==> src/rtl/instr_encoder_pkg.sv <==
// Shared RV32I encoding constants and immediate-format selectors.
// Also used by the ID-stage immediate extractor.
package instr_encoder_pkg;

  typedef enum logic [1:0] {
    IMM_I = 2'b00,
    IMM_S = 2'b01,
    IMM_B = 2'b10,
    IMM_J = 2'b11
  } imm_src_e;

  localparam logic [31:0] NOP_INSTR = 32'h0000_0013;

  localparam logic [6:0] OP_IMM = 7'h13;
  localparam logic [6:0] LOAD   = 7'h03;
  localparam logic [6:0] STORE  = 7'h23;
  localparam logic [6:0] BRANCH = 7'h63;
  localparam logic [6:0] JAL    = 7'h6F;
  localparam logic [6:0] JALR   = 7'h67;

endpackage

==> src/rtl/instr_encoder_if.sv <==
// Field-in / word-out handshake bundle for the instruction encoder.
// slave = encoder side, master = producer/consumer side.
interface instr_encoder_if #(
  parameter int ADDR_W = 10
);
  logic              in_valid;
  logic              in_ready;
  logic [1:0]        imm_src;
  logic [6:0]        opcode;
  logic [4:0]        rd;
  logic [4:0]        rs1;
  logic [4:0]        rs2;
  logic [2:0]        funct3;
  logic [31:0]       imm;
  logic              out_valid;
  logic              out_ready;
  logic [31:0]       out_instr;
  logic [ADDR_W-1:0] out_addr;
  logic              out_err;

  modport slave (
    input  in_valid, imm_src, opcode, rd,
    input  rs1, rs2, funct3, imm, out_ready,
    output in_ready, out_valid, out_instr,
    output out_addr, out_err
  );

  modport master (
    output in_valid, imm_src, opcode, rd,
    output rs1, rs2, funct3, imm, out_ready,
    input  in_ready, out_valid, out_instr,
    input  out_addr, out_err
  );
endinterface

==> src/rtl/instr_encoder_imm_pack.sv <==
// Combinational I/S/B/J packer with signed-range legality check.
// Inverse of the ID-stage immediate extractor.
module instr_encoder_imm_pack
  import instr_encoder_pkg::*;
(
  input  imm_src_e    src_i,
  input  logic [6:0]  opcode_i,
  input  logic [4:0]  rd_i,
  input  logic [4:0]  rs1_i,
  input  logic [4:0]  rs2_i,
  input  logic [2:0]  funct3_i,
  input  logic [31:0] imm_i,
  output logic [31:0] instr_o,
  output logic        legal_o
);

  logic fits12;
  logic fits13;
  logic fits21;

  // Sign-extension check: every bit above the field matches its MSB.
  assign fits12 = (&imm_i[31:11]) | ~(|imm_i[31:11]);
  assign fits13 = (&imm_i[31:12]) | ~(|imm_i[31:12]);
  assign fits21 = (&imm_i[31:20]) | ~(|imm_i[31:20]);

  always_comb begin
    instr_o = NOP_INSTR;
    legal_o = 1'b0;
    unique case (1'b1)
      (src_i == IMM_I): begin
        instr_o = {imm_i[11:0], rs1_i, funct3_i,
                   rd_i, opcode_i};
        legal_o = fits12;
      end
      (src_i == IMM_S): begin
        instr_o = {imm_i[11:5], rs2_i, rs1_i,
                   funct3_i, imm_i[4:0], opcode_i};
        legal_o = fits12;
      end
      (src_i == IMM_B): begin
        instr_o = {imm_i[12], imm_i[10:5], rs2_i,
                   rs1_i, funct3_i, imm_i[4:1],
                   imm_i[11], opcode_i};
        legal_o = fits13 & ~imm_i[0];
      end
      (src_i == IMM_J): begin
        instr_o = {imm_i[20], imm_i[10:1], imm_i[11],
                   imm_i[19:12], rd_i, opcode_i};
        legal_o = fits21 & ~imm_i[0];
      end
      default: begin
        instr_o = NOP_INSTR;
        legal_o = 1'b0;
      end
    endcase
  end

endmodule

==> src/rtl/instr_encoder.sv <==
// Registered RV32I instruction encoder with IMEM address stamping,
// sticky error flag and end-of-memory stall.
module instr_encoder
  import instr_encoder_pkg::*;
#(
  parameter int ADDR_W = 10
) (
  input  logic                 clk,
  input  logic                 rst,
  instr_encoder_if.slave       bus,
  output logic                 err_sticky,
  input  logic                 err_clr,
  output logic                 full,
  input  logic                 addr_clr
);

  localparam logic [ADDR_W-1:0] ADDR_ONE =
    {{(ADDR_W-1){1'b0}}, 1'b1};
  localparam logic [ADDR_W-1:0] ADDR_LAST =
    {ADDR_W{1'b1}};

  logic              in_ready;
  logic              accept;
  logic              emit;
  logic [31:0]       pk_instr;
  logic              pk_legal;

  logic              valid_q,  valid_d;
  logic [31:0]       instr_q,  instr_d;
  logic [ADDR_W-1:0] oaddr_q,  oaddr_d;
  logic              err_q,    err_d;
  logic [ADDR_W-1:0] cnt_q,    cnt_d;
  logic              full_q,   full_d;
  logic              sticky_q, sticky_d;

  instr_encoder_imm_pack u_pack (
    .src_i    (imm_src_e'(bus.imm_src)),
    .opcode_i (bus.opcode),
    .rd_i     (bus.rd),
    .rs1_i    (bus.rs1),
    .rs2_i    (bus.rs2),
    .funct3_i (bus.funct3),
    .imm_i    (bus.imm),
    .instr_o  (pk_instr),
    .legal_o  (pk_legal)
  );

  assign in_ready = ~full_q & (~valid_q | bus.out_ready);
  assign accept   = bus.in_valid & in_ready;
  assign emit     = valid_q & bus.out_ready;

  always_comb begin
    valid_d  = valid_q;
    instr_d  = instr_q;
    oaddr_d  = oaddr_q;
    err_d    = err_q;
    cnt_d    = cnt_q;
    full_d   = full_q;
    sticky_d = sticky_q;

    if (accept) begin
      valid_d = 1'b1;
      instr_d = pk_legal ? pk_instr : NOP_INSTR;
      err_d   = ~pk_legal;
      oaddr_d = cnt_q;
      cnt_d   = cnt_q + ADDR_ONE;
      if (cnt_q == ADDR_LAST) begin
        full_d = 1'b1;
      end
    end else if (emit) begin
      valid_d = 1'b0;
    end

    // Clear wins over the increment of a coincident accept.
    if (addr_clr) begin
      cnt_d  = '0;
      full_d = 1'b0;
    end

    // A new error wins over a coincident clear.
    if (err_clr) begin
      sticky_d = 1'b0;
    end
    if (accept & ~pk_legal) begin
      sticky_d = 1'b1;
    end
  end

  always_ff @(posedge clk or posedge rst) begin
    if (rst) begin
      valid_q  <= 1'b0;
      instr_q  <= '0;
      oaddr_q  <= '0;
      err_q    <= 1'b0;
      cnt_q    <= '0;
      full_q   <= 1'b0;
      sticky_q <= 1'b0;
    end else begin
      valid_q  <= valid_d;
      instr_q  <= instr_d;
      oaddr_q  <= oaddr_d;
      err_q    <= err_d;
      cnt_q    <= cnt_d;
      full_q   <= full_d;
      sticky_q <= sticky_d;
    end
  end

  assign bus.in_ready  = in_ready;
  assign bus.out_valid = valid_q;
  assign bus.out_instr = instr_q;
  assign bus.out_addr  = oaddr_q;
  assign bus.out_err   = err_q;
  assign err_sticky    = sticky_q;
  assign full          = full_q;

endmodule

==> src/flat_wrapper.sv <==
// flat-port wrapper written by rule: the top's interface ports become plain ports
module instr_encoder_flat import instr_encoder_pkg::*;
#(
  parameter int ADDR_W = 10
)
  (clk, rst, err_sticky, err_clr, full, addr_clr, bus_in_valid, bus_imm_src, bus_opcode, bus_rd, bus_rs1, bus_rs2, bus_funct3, bus_imm, bus_out_ready, bus_in_ready, bus_out_valid, bus_out_instr, bus_out_addr, bus_out_err);
  instr_encoder_if #(.ADDR_W(ADDR_W)) bus_i ();
  input  logic clk;
  input  logic rst;
  output logic err_sticky;
  input  logic err_clr;
  output logic full;
  input  logic addr_clr;
  input wire logic [$bits(bus_i.in_valid)-1:0] bus_in_valid;
  input wire logic [$bits(bus_i.imm_src)-1:0] bus_imm_src;
  input wire logic [$bits(bus_i.opcode)-1:0] bus_opcode;
  input wire logic [$bits(bus_i.rd)-1:0] bus_rd;
  input wire logic [$bits(bus_i.rs1)-1:0] bus_rs1;
  input wire logic [$bits(bus_i.rs2)-1:0] bus_rs2;
  input wire logic [$bits(bus_i.funct3)-1:0] bus_funct3;
  input wire logic [$bits(bus_i.imm)-1:0] bus_imm;
  input wire logic [$bits(bus_i.out_ready)-1:0] bus_out_ready;
  output wire logic [$bits(bus_i.in_ready)-1:0] bus_in_ready;
  output wire logic [$bits(bus_i.out_valid)-1:0] bus_out_valid;
  output wire logic [$bits(bus_i.out_instr)-1:0] bus_out_instr;
  output wire logic [$bits(bus_i.out_addr)-1:0] bus_out_addr;
  output wire logic [$bits(bus_i.out_err)-1:0] bus_out_err;
  assign bus_i.in_valid = bus_in_valid;
  assign bus_i.imm_src = bus_imm_src;
  assign bus_i.opcode = bus_opcode;
  assign bus_i.rd = bus_rd;
  assign bus_i.rs1 = bus_rs1;
  assign bus_i.rs2 = bus_rs2;
  assign bus_i.funct3 = bus_funct3;
  assign bus_i.imm = bus_imm;
  assign bus_i.out_ready = bus_out_ready;
  assign bus_in_ready = bus_i.in_ready;
  assign bus_out_valid = bus_i.out_valid;
  assign bus_out_instr = bus_i.out_instr;
  assign bus_out_addr = bus_i.out_addr;
  assign bus_out_err = bus_i.out_err;
  instr_encoder #(.ADDR_W(ADDR_W)) u_core (.clk(clk), .rst(rst), .bus(bus_i), .err_sticky(err_sticky), .err_clr(err_clr), .full(full), .addr_clr(addr_clr));
endmodule
==> config.mk <==
export PLATFORM = sky130hd
export DESIGN_NAME = instr_encoder_flat
export DESIGN_NICKNAME = d
export VERILOG_FILES = /design/src/rtl/instr_encoder_pkg.sv /design/src/rtl/instr_encoder_if.sv /design/src/rtl/instr_encoder_imm_pack.sv /design/src/rtl/instr_encoder.sv /design/src/flat_wrapper.sv
export SDC_FILE = /design/constraint.sdc
export NUM_CORES = 1
export LEC_CHECK = 0
export ABC_AREA = 1
export CORE_MARGIN = 8
export CORE_UTILIZATION = 47
export DETAILED_ROUTE_END_ITERATION = 10
export GPL_ROUTABILITY_DRIVEN = 1
export MAX_ROUTING_LAYER = met4
export PLACE_DENSITY = 0.85
export SYNTH_ARGS = -nofsm -noshare
export SYNTH_HDL_FRONTEND = slang
export SYNTH_SLANG_ARGS = --single-unit
export TNS_END_PERCENT = 10
==> constraint.sdc <==
create_clock -name clk -period 3.05 [get_ports clk]
set_clock_uncertainty 0.1 [all_clocks]
set_input_delay 0.61 -clock clk [delete_from_list [all_inputs] [get_ports clk]]
set_output_delay 0.61 -clock clk [all_outputs]
set_load 0.02 [all_outputs]
Word-level counts from Yosys, hierarchy flattened --
Cells that the tools add are included.
Word-level totals: input port bits 65, register bits after elaboration 56
Cells by class: add/subtract/negate cells 1, reductions and logical operators 13, equality and inequality tests 4, mux-type cells 12, bitwise operators 17
Operator list (count):
- one-hot mux 32 bit (4 select lines) | 1
- 2-to-1 mux 32 bit | 1
- AND reduction 21 bit | 1
- OR reduction 21 bit | 1
- 2-to-1 mux 10 bit | 2
- AND reduction 20 bit | 1
- OR reduction 20 bit | 1
- AND reduction 12 bit | 1
- OR reduction 12 bit | 1
- adder 10 x 1 -> 10 bit, second input constant | 1
- equality test 10 bit, second input constant | 1
- nonzero test 2 bit | 4
- 2-to-1 mux 1 bit | 7
- NOT 1 bit | 7
- AND 1 bit | 6
- equality test 2 bit, second input constant | 2
- OR 1 bit | 4
- one-hot mux 1 bit (3 select lines) | 1
- equality test 2 x 1 -> 1 bit, second input constant | 1
- zero test 2 bit | 1
- AND reduction 2 bit | 1
- OR reduction 2 bit | 1

Logic depth before layout (Yosys ltp) --
Gate-level depths: netlist (run 1).
depth after elaboration 8, mapped depth 11

Cells and area by module --
From an unflattened synthesis (run 1), not the netlist that was laid out.
Second synthesis, totals: cell total of the unflattened synthesis 434, area, all modules 3126.7 um^2
By module, submodules not included:
- instr_encoder | sequential area each 1401.3 um^2, cells an instance 281, times used 1, area each 2429.8 um^2
- instr_encoder_imm_pack | sequential area each 0.0 um^2, cells an instance 153, times used 1, area each 696.9 um^2

Worst setup path before layout (run 1) --
No wires, ideal clock.
path type in2reg, from input bus_imm[12], to register u_core.instr_q[0], in the netlist u_core.bus.out_instr[0], data required time 2.828 ns, stages 9, slack 1.319 ns, arrival time 1.509 ns, cell sequence or2_1 > nor2_1 > and2_1 > nand2_1 > nand2_1 > nand2_2 > nand2_4 > buf_8 > a21oi_1
Between the ends: cells in the longest elaborated chain, start to end 6
Ends and longest elaborated chain:
- from (decl) | line flat_wrapper.sv:21 | input wire logic [$bits(bus_i.imm)-1:0] bus_imm;
- OR reduction 20 bit | line instr_encoder_imm_pack.sv:23 | assign fits13 = (&imm_i[31:12]) | ~(|imm_i[31:12]);
- NOT 1 bit | line instr_encoder_imm_pack.sv:23
- OR 1 bit | line instr_encoder_imm_pack.sv:23
- AND 1 bit | line instr_encoder_imm_pack.sv:44 | legal_o = fits13 & ~imm_i[0];
- one-hot mux 1 bit (3 select lines) * | line instr_encoder_imm_pack.sv:29 | unique case (1'b1)
- 2-to-1 mux 32 bit * | line instr_encoder.sv:63 | instr_d = pk_legal ? pk_instr : NOP_INSTR;
- to (signal assigned) | line instr_encoder.sv:100 | instr_q <= instr_d;
- to (decl) | line instr_encoder.sv:29 | logic [31:0] instr_q, instr_d;
Every way passes the cells marked *; elsewhere a longest branch is shown, timed or not. A chain may end at the register's enable or synchronous reset.

Worst setup path in the final report (run 1) --
from input bus_out_ready, to output bus_in_ready
Between the ends: cells in the longest elaborated chain, start to end 2
Ends and longest elaborated chain:
- from (decl) | line flat_wrapper.sv:22 | input wire logic [$bits(bus_i.out_ready)-1:0] bus_out_ready;
- OR 1 bit | line instr_encoder.sv:48 | assign in_ready = ~full_q & (~valid_q | bus.out_ready);
- AND 1 bit | line instr_encoder.sv:48
- to (decl) | line flat_wrapper.sv:23 | output wire logic [$bits(bus_i.in_ready)-1:0] bus_in_ready;
Every way passes these cells.

==> results of run 1 <==
[sequential cells by signal, summed over array words and instances, names as in the netlist]
signal,count
u_core.bus.out_instr,32
u_core.bus.out_addr,10
u_core.full,1
u_core.bus.out_valid,1
u_core.cnt_q,10
u_core.bus.out_err,1
u_core.err_sticky,1
[power groups by stage]
stage | sequential (uW) | combinational (uW) | clock, uW
2_1_floorplan | 810 | 115 | 0
3_3_place_gp | 788 | 294 | 0
3_5_place_dp | 790 | 302 | 0
4_1_cts | 775 | 303 | 515
5_1_grt | 778 | 331 | 551
6_report | 775 | 301 | 505
[worst max path at each step]
stage                              to  cells after the start          start
3_3_place_gp             bus_in_ready                      4  bus_out_ready
6_report                 bus_in_ready                      4  bus_out_ready
3_5_place_dp             bus_in_ready                      4  bus_out_ready
4_1_cts                  bus_in_ready                      4  bus_out_ready
5_1_grt                  bus_in_ready                      4  bus_out_ready
2_1_floorplan  u_core.bus.out_addr[0]                      1            rst
[cell families after synthesis]
| logic type | count (synthesis) |
|---|---|
| compound gates | 48 |
| xor+xnor | 1 |
| fa+ha+maj | 1 |
| buf+inv | 51 |
| flops | 56 |
| simple gates | 249 |
[cell usage after synthesis]
| cell | count |
|---|---|
| a21oi_1 | 24 |
| a221oi_1 | 2 |
| and2_1 | 1 |
| buf_2 | 2 |
| buf_6 | 2 |
| buf_8 | 1 |
| clkbuf_1 | 9 |
| dfrtp_1 | 56 |
| ha_1 | 1 |
| inv_1 | 37 |
| nand2_1 | 162 |
| nand2_2 | 8 |
| nand2_4 | 1 |
| nand3_1 | 10 |
| nand3_2 | 1 |
| nand3b_1 | 2 |
| nand4_1 | 2 |
| nor2_1 | 51 |
| nor3_1 | 5 |
| nor3_2 | 1 |
| o21ai_0 | 22 |
| or2_1 | 2 |
| or2_2 | 3 |
| xor2_1 | 1 |
[stage by stage]
stage	instances	hold WS [ns]	instance area (um2)
floorplan	406	0.333	2910
global placement	584	0.350	4080
detailed placement	584	0.353	4080
CTS	592	0.370	4200
global route	592	0.404	4200
finish	592	0.376	4200
[critical path, cell delays in order]
cell             delay (ns)
clkdlybuf4s50_1        0.45
inv_1                  0.05
a21oi_1                0.13
clkdlybuf4s50_1        0.62
[area by class of cell]
cell class | instances | area, um2 | share of cell area, %
inverter | 37 | 139 | 3.31
tap | 75 | 93.8 | 2.24
clock inverter | 3 | 47.5 | 1.13
sequential | 56 | 1400 | 33.4
timing repair buffer | 117 | 1160 | 27.5
multi-input combinational | 299 | 1290 | 30.7
clock buffer | 5 | 68.8 | 1.64
[layer usage]
metal	track usage [%]	up-vias	wire (um)
li1	-	1475	-
met3	5.08	11	626
met2	31.2	109	3970
met1	23.6	1353	3710
met5	-	-	0
met4	5.46	0	138
==> results.yml, run 1 <==
logic_synthesis:
  synth_fa_ha_area_share_pct: 0.430
  netlist-cell-type-count: 24
  synthSimpleGateAreaFrac_pct: 35.1
  synth_area_um2: 2910
  yosysTopAreaCellShare_pct: 48.1
  synth_area_leader_cell: "dfrtp_1"
  netlist_top_cells_area: "dfrtp_1, nand2_1, nor2_1"
  seq_area_frac_synth_pct: 48.1
  syn_inst: 406
  synth_nets: 472
  synth_compound_area_share_pct: 8.51
  syn_area_per_cell_um2: 7.17
  ys_warn_count: 0
  synth_top_family_by_area: "simple AND/OR/NAND/NOR gates"
  synth_xor_xnor_area_share_pct: 0.301
  synth.mux.area_fraction_pct: 0
  ys_seq_elements: 56
clock_tree:
  clk_pin_slew_ns: 0.11
  cts_setup_buffers: 0
  clock-sinks: 56
  cts-resized-gates: 0
  clk_latency_ns: 0.31
  cts_htree_levels: 2
  cts_buffers: 5
  cts_buffer_depth: 2
  hold_buffers: 0
  cts-root-buf: "clkbuf_8"
  cts_tree: "built"
power:
  power_leakage_uw: 0.00204
  pwr-share-clk_pct: 32.0
  power_per_cell_area_nw_per_um2: 377
  power_uw: 1580
  p_int_uw: 1150
  p_sw_uw: 428
  ir_worst_vdd_mv: 0.233
  switching_share_pct: 27.1
  comb_power_share_pct: 19.0
  seq_power_share_pct: 49.0
worst_setup_path:
  worstPathMaxFanout: 2
  reg2reg_depth: 7
  crit_path_end_kind: "output pin"
  r2r-start: "u_core.bus.out_valid"
  r2r-end: "u_core.cnt_q[7]"
  regToRegSetupSlack_ns: 1.27
  startpoint_type: "input port"
  critPathKind: "input port to output pin"
  critical_path_required_ns: 2.34
  worstPathArrival_ns: 1.87
min_path:
  min_from: "u_core.cnt_q[5]"
  hold_path.class: "register to register"
  min_path_cells: 1
  hold_path_end: "u_core.cnt_q[5]"
global_route:
  grt_use_total_pct: 19.4
  overflow: 0
  grt_max_degree: 57
  grt_pass1_wl_um: 13700
  grt_pass1_vias: 2966
  antenna_found_initial: 0
status:
  status: "finished, final reports clean"
sta:
  timing.final.ws_setup_ns: 0.471
  fmax_mhz: 388
  setup_viol: 0
  min_period_ns: 2.58
  tns_ns: 0
  tightest_slew_ns: 0.528
  slew_viol_final: 0
  relSlewSlack_pct: 64.8
  hold_violations: 0
  fin_crit_sh_pct: 84.6
  rsz0062_at_grt: "no"
die:
  std_cell_rows: 28
  chipHeight_um: 94.7
  die_x_um: 94.7
  start_util_pct: 48.9
  coreArea_um2: 5960
  die_area_um2: 8970
  io-pin-count: 112
final_layout:
  post-route-util_pct: 70.5
  drive_gt1_share_pct: 5.61
  num-fill-cells: 500
  final_cell_mix: "nand2_1, clkdlybuf4s50_1, dfrtp_1"
  nNetsFinal: 582
  num_antenna_cells: 0
  final_common_cell: "nand2_1"
  area_growth_pct: 44.1
placement:
  dp_hpwl_um: 6480
  portBuffers: 111
  gp_congestion: 0.886
  post-place-ws_ns: 0.456
drt:
  drt_iter0_markers: 105
  detail-route-antenna-nets: 0
  drt_pass1_iterations: 4
  wire_per_inst_um: 14.3
  wl_um: 8450
  drcViolationCount: 0
  viasPerCell: 4.98
  dr_total_vias: 2948
job:
  maxCapViolations: 0
Power figures use the tool's default switching activity.
==> inputs of run 2 (changes only) <==
--- a/config.mk
+++ b/config.mk
@@ -7,11 +7,11 @@
 export LEC_CHECK = 0
 export ABC_AREA = 1
 export CORE_MARGIN = 8
-export CORE_UTILIZATION = 47
+export CORE_UTILIZATION = 44
 export DETAILED_ROUTE_END_ITERATION = 10
 export GPL_ROUTABILITY_DRIVEN = 1
 export MAX_ROUTING_LAYER = met4
-export PLACE_DENSITY = 0.85
+export PLACE_DENSITY = 0.8
 export SYNTH_ARGS = -nofsm -noshare
 export SYNTH_HDL_FRONTEND = slang
 export SYNTH_SLANG_ARGS = --single-unit
==> constraint.sdc (replaced) <==
create_clock -name clk -period 2.4 [get_ports clk]
set_clock_uncertainty 0.1 [all_clocks]
set_input_delay 0.48 -clock clk [delete_from_list [all_inputs] [get_ports clk]]
set_output_delay 0.48 -clock clk [all_outputs]
set_load 0.02 [all_outputs]
==> results.yml, run 2 (same netlist as run 1, synthesis figures left out) <==
die:
  die_x_um: 97.3
  start_util_pct: 45.6
  io-pin-count: 112
  std_cell_rows: 29
  coreArea_um2: 6390
  chipHeight_um: 97.3
  die_area_um2: 9480
worst_setup_path:
  reg2reg_depth: 7
  critical_path_required_ns: 1.82
  worstPathMaxFanout: 2
  r2r-start: "u_core.full"
  cpMostUsedCell: "clkdlybuf4s50_1"
  regToRegSetupSlack_ns: 0.76
  r2r-end: "u_core.cnt_q[7]"
  crit_path_cell_trace: "clkdlybuf4s50_1, inv_1, a21oi_1, clkdlybuf4s50_1"
  slowest_delay_ns: 0.62
  critPathKind: "input port to output pin"
  crit_slowest_cell: "clkdlybuf4s50_1"
  worstPathArrival_ns: 1.72
  startpoint_type: "input port"
  crit_path_end_kind: "output pin"
final_layout:
  num-fill-cells: 552
  regArea_um2: 1400
  final_common_cell: "nand2_1"
  post-route-util_pct: 66.7
  area_growth_pct: 46.4
  largest_reg_flops: 32
  nNetsFinal: 586
  num_antenna_cells: 0
  drive_gt1_share_pct: 6.33
  final_cell_mix: "nand2_1, clkdlybuf4s50_1, dfrtp_1"
  multi_input_area_um2: 1290
  fin_cells: 598
global_route:
  grt_pass1_wl_um: 13800
  grt_max_degree: 59
  grt_pass1_vias: 3094
  grt_use_total_pct: 17.6
  antenna_found_initial: 0
  overflow: 0
drt:
  viasPerCell: 4.93
  drt_pass1_iterations: 4
  dr_total_vias: 2949
  drcViolationCount: 0
  detail-route-antenna-nets: 0
  drt_iter0_markers: 120
  wl_um: 8130
  wire_per_inst_um: 13.6
clock_tree:
  clock-sinks: 56
  hold_buffers: 0
  cts_buffers: 5
  cts-resized-gates: 0
  cts-root-buf: "clkbuf_8"
  cts_tree: "built"
  clk_latency_ns: 0.31
  cts_setup_buffers: 0
  cts_htree_levels: 2
  clk_pin_slew_ns: 0.09
  cts_buffer_depth: 2
placement:
  post-place-ws_ns: 0.103
  dp_cells: 590
  gp_congestion: 0.938
  portBuffers: 111
  dp_hpwl_um: 6340
sta:
  fmax_mhz: 434
  hold_violations: 0
  rsz0062_at_grt: "no"
  relSlewSlack_pct: 80.6
  slew_viol_final: 0
  timing.final.ws_setup_ns: 0.0956
  tightest_slew_ns: 0.290
  min_period_ns: 2.30
  tns_ns: 0
  fin_crit_sh_pct: 96.0
  holdWs_ns: 0.386
  setup_viol: 0
status:
  status: "finished, final reports clean"
power:
  power_leakage_uw: 0.00207
  p_int_uw: 1470
  comb_power_share_pct: 19.5
  switching_share_pct: 26.2
  seq_power_share_pct: 49.4
  power_per_cell_area_nw_per_um2: 467
  p_sw_uw: 522
  pwr-share-clk_pct: 31.0
  ir_worst_vdd_mv: 0.298
min_path:
  hold_path_end: "u_core.bus.out_instr[21]"
  hold_path.class: "register to register"
  min_from: "u_core.bus.out_instr[21]"
  min_path_cells: 2
job:
  maxCapViolations: 0
run 2: changes by cell type in the layout (fill, tap and decap cells not counted):
| cell | delta |
|---|---|
| clkinv_2 | +1 |
| clkinv_4 | -2 |
| buf_12 | +3 |
| clkinvlp_4 | +1 |
| buf_4 | +1 |
run 2: critical path: cells and delay by family:
kind | cells | cell delay (ns)
buffers and inverters | 3 | 1.12
AOI/OAI and AO/OA | 1 | 0.12
run 2: final cells by class:
class	instances	area share (%)
clock buffer	5	1.61
clock inverter	3	0.998
inverter	37	3.26
multi-input combinational	299	30.3
sequential	56	32.9
tap	77	2.26
timing repair buffer	121	28.7
run 2: worst max path at each step:
stage,startpoint,endpoint,depth (start not counted)
floorplan,rst,u_core.bus.out_addr[0],1
global placement,bus_out_ready,bus_in_ready,4
detailed placement,bus_out_ready,bus_in_ready,4
CTS,bus_out_ready,bus_in_ready,4
global route,bus_out_ready,bus_in_ready,4
finish,bus_out_ready,bus_in_ready,4
run 2: power groups by stage:
stage	registers [uW]	logic (uW)	clock network (uW)
floorplan	1030	146	0
global placement	1000	384	0
detailed placement	1000	391	0
CTS	984	393	633
global route	989	427	666
finish	984	389	617
run 2: routing by layer:
| metal | vias to the layer above | track usage (%) | share of wire (%) |
|---|---|---|---|
| met2 | 109 | 29.8 | 48 |
| met3 | 10 | 5.62 | 7.3 |
| met1 | 1351 | 19.6 | 43 |
| met4 | 0 | 4.78 | 1.2 |
| met5 | - | - | 0 |
| li1 | 1479 | - | - |
run 2: through the flow:
stage,instance area (um2),total power [uW]
after floorplan,2910,1180
after detailed placement,4150,1390
after global placement,4150,1390
after CTS,4260,2010
final,4260,1990
after global routing,4260,2080
==> inputs of run 3 (changes only) <==
--- a/config.mk
+++ b/config.mk
@@ -8,6 +8,7 @@
 export ABC_AREA = 1
 export CORE_MARGIN = 8
 export CORE_UTILIZATION = 44
+export CTS_CLUSTER_DIAMETER = 120
 export DETAILED_ROUTE_END_ITERATION = 10
 export GPL_ROUTABILITY_DRIVEN = 1
 export MAX_ROUTING_LAYER = met4
==> results of run 3 <==
Final layout, timing and power as in run 2 (identical DEF).
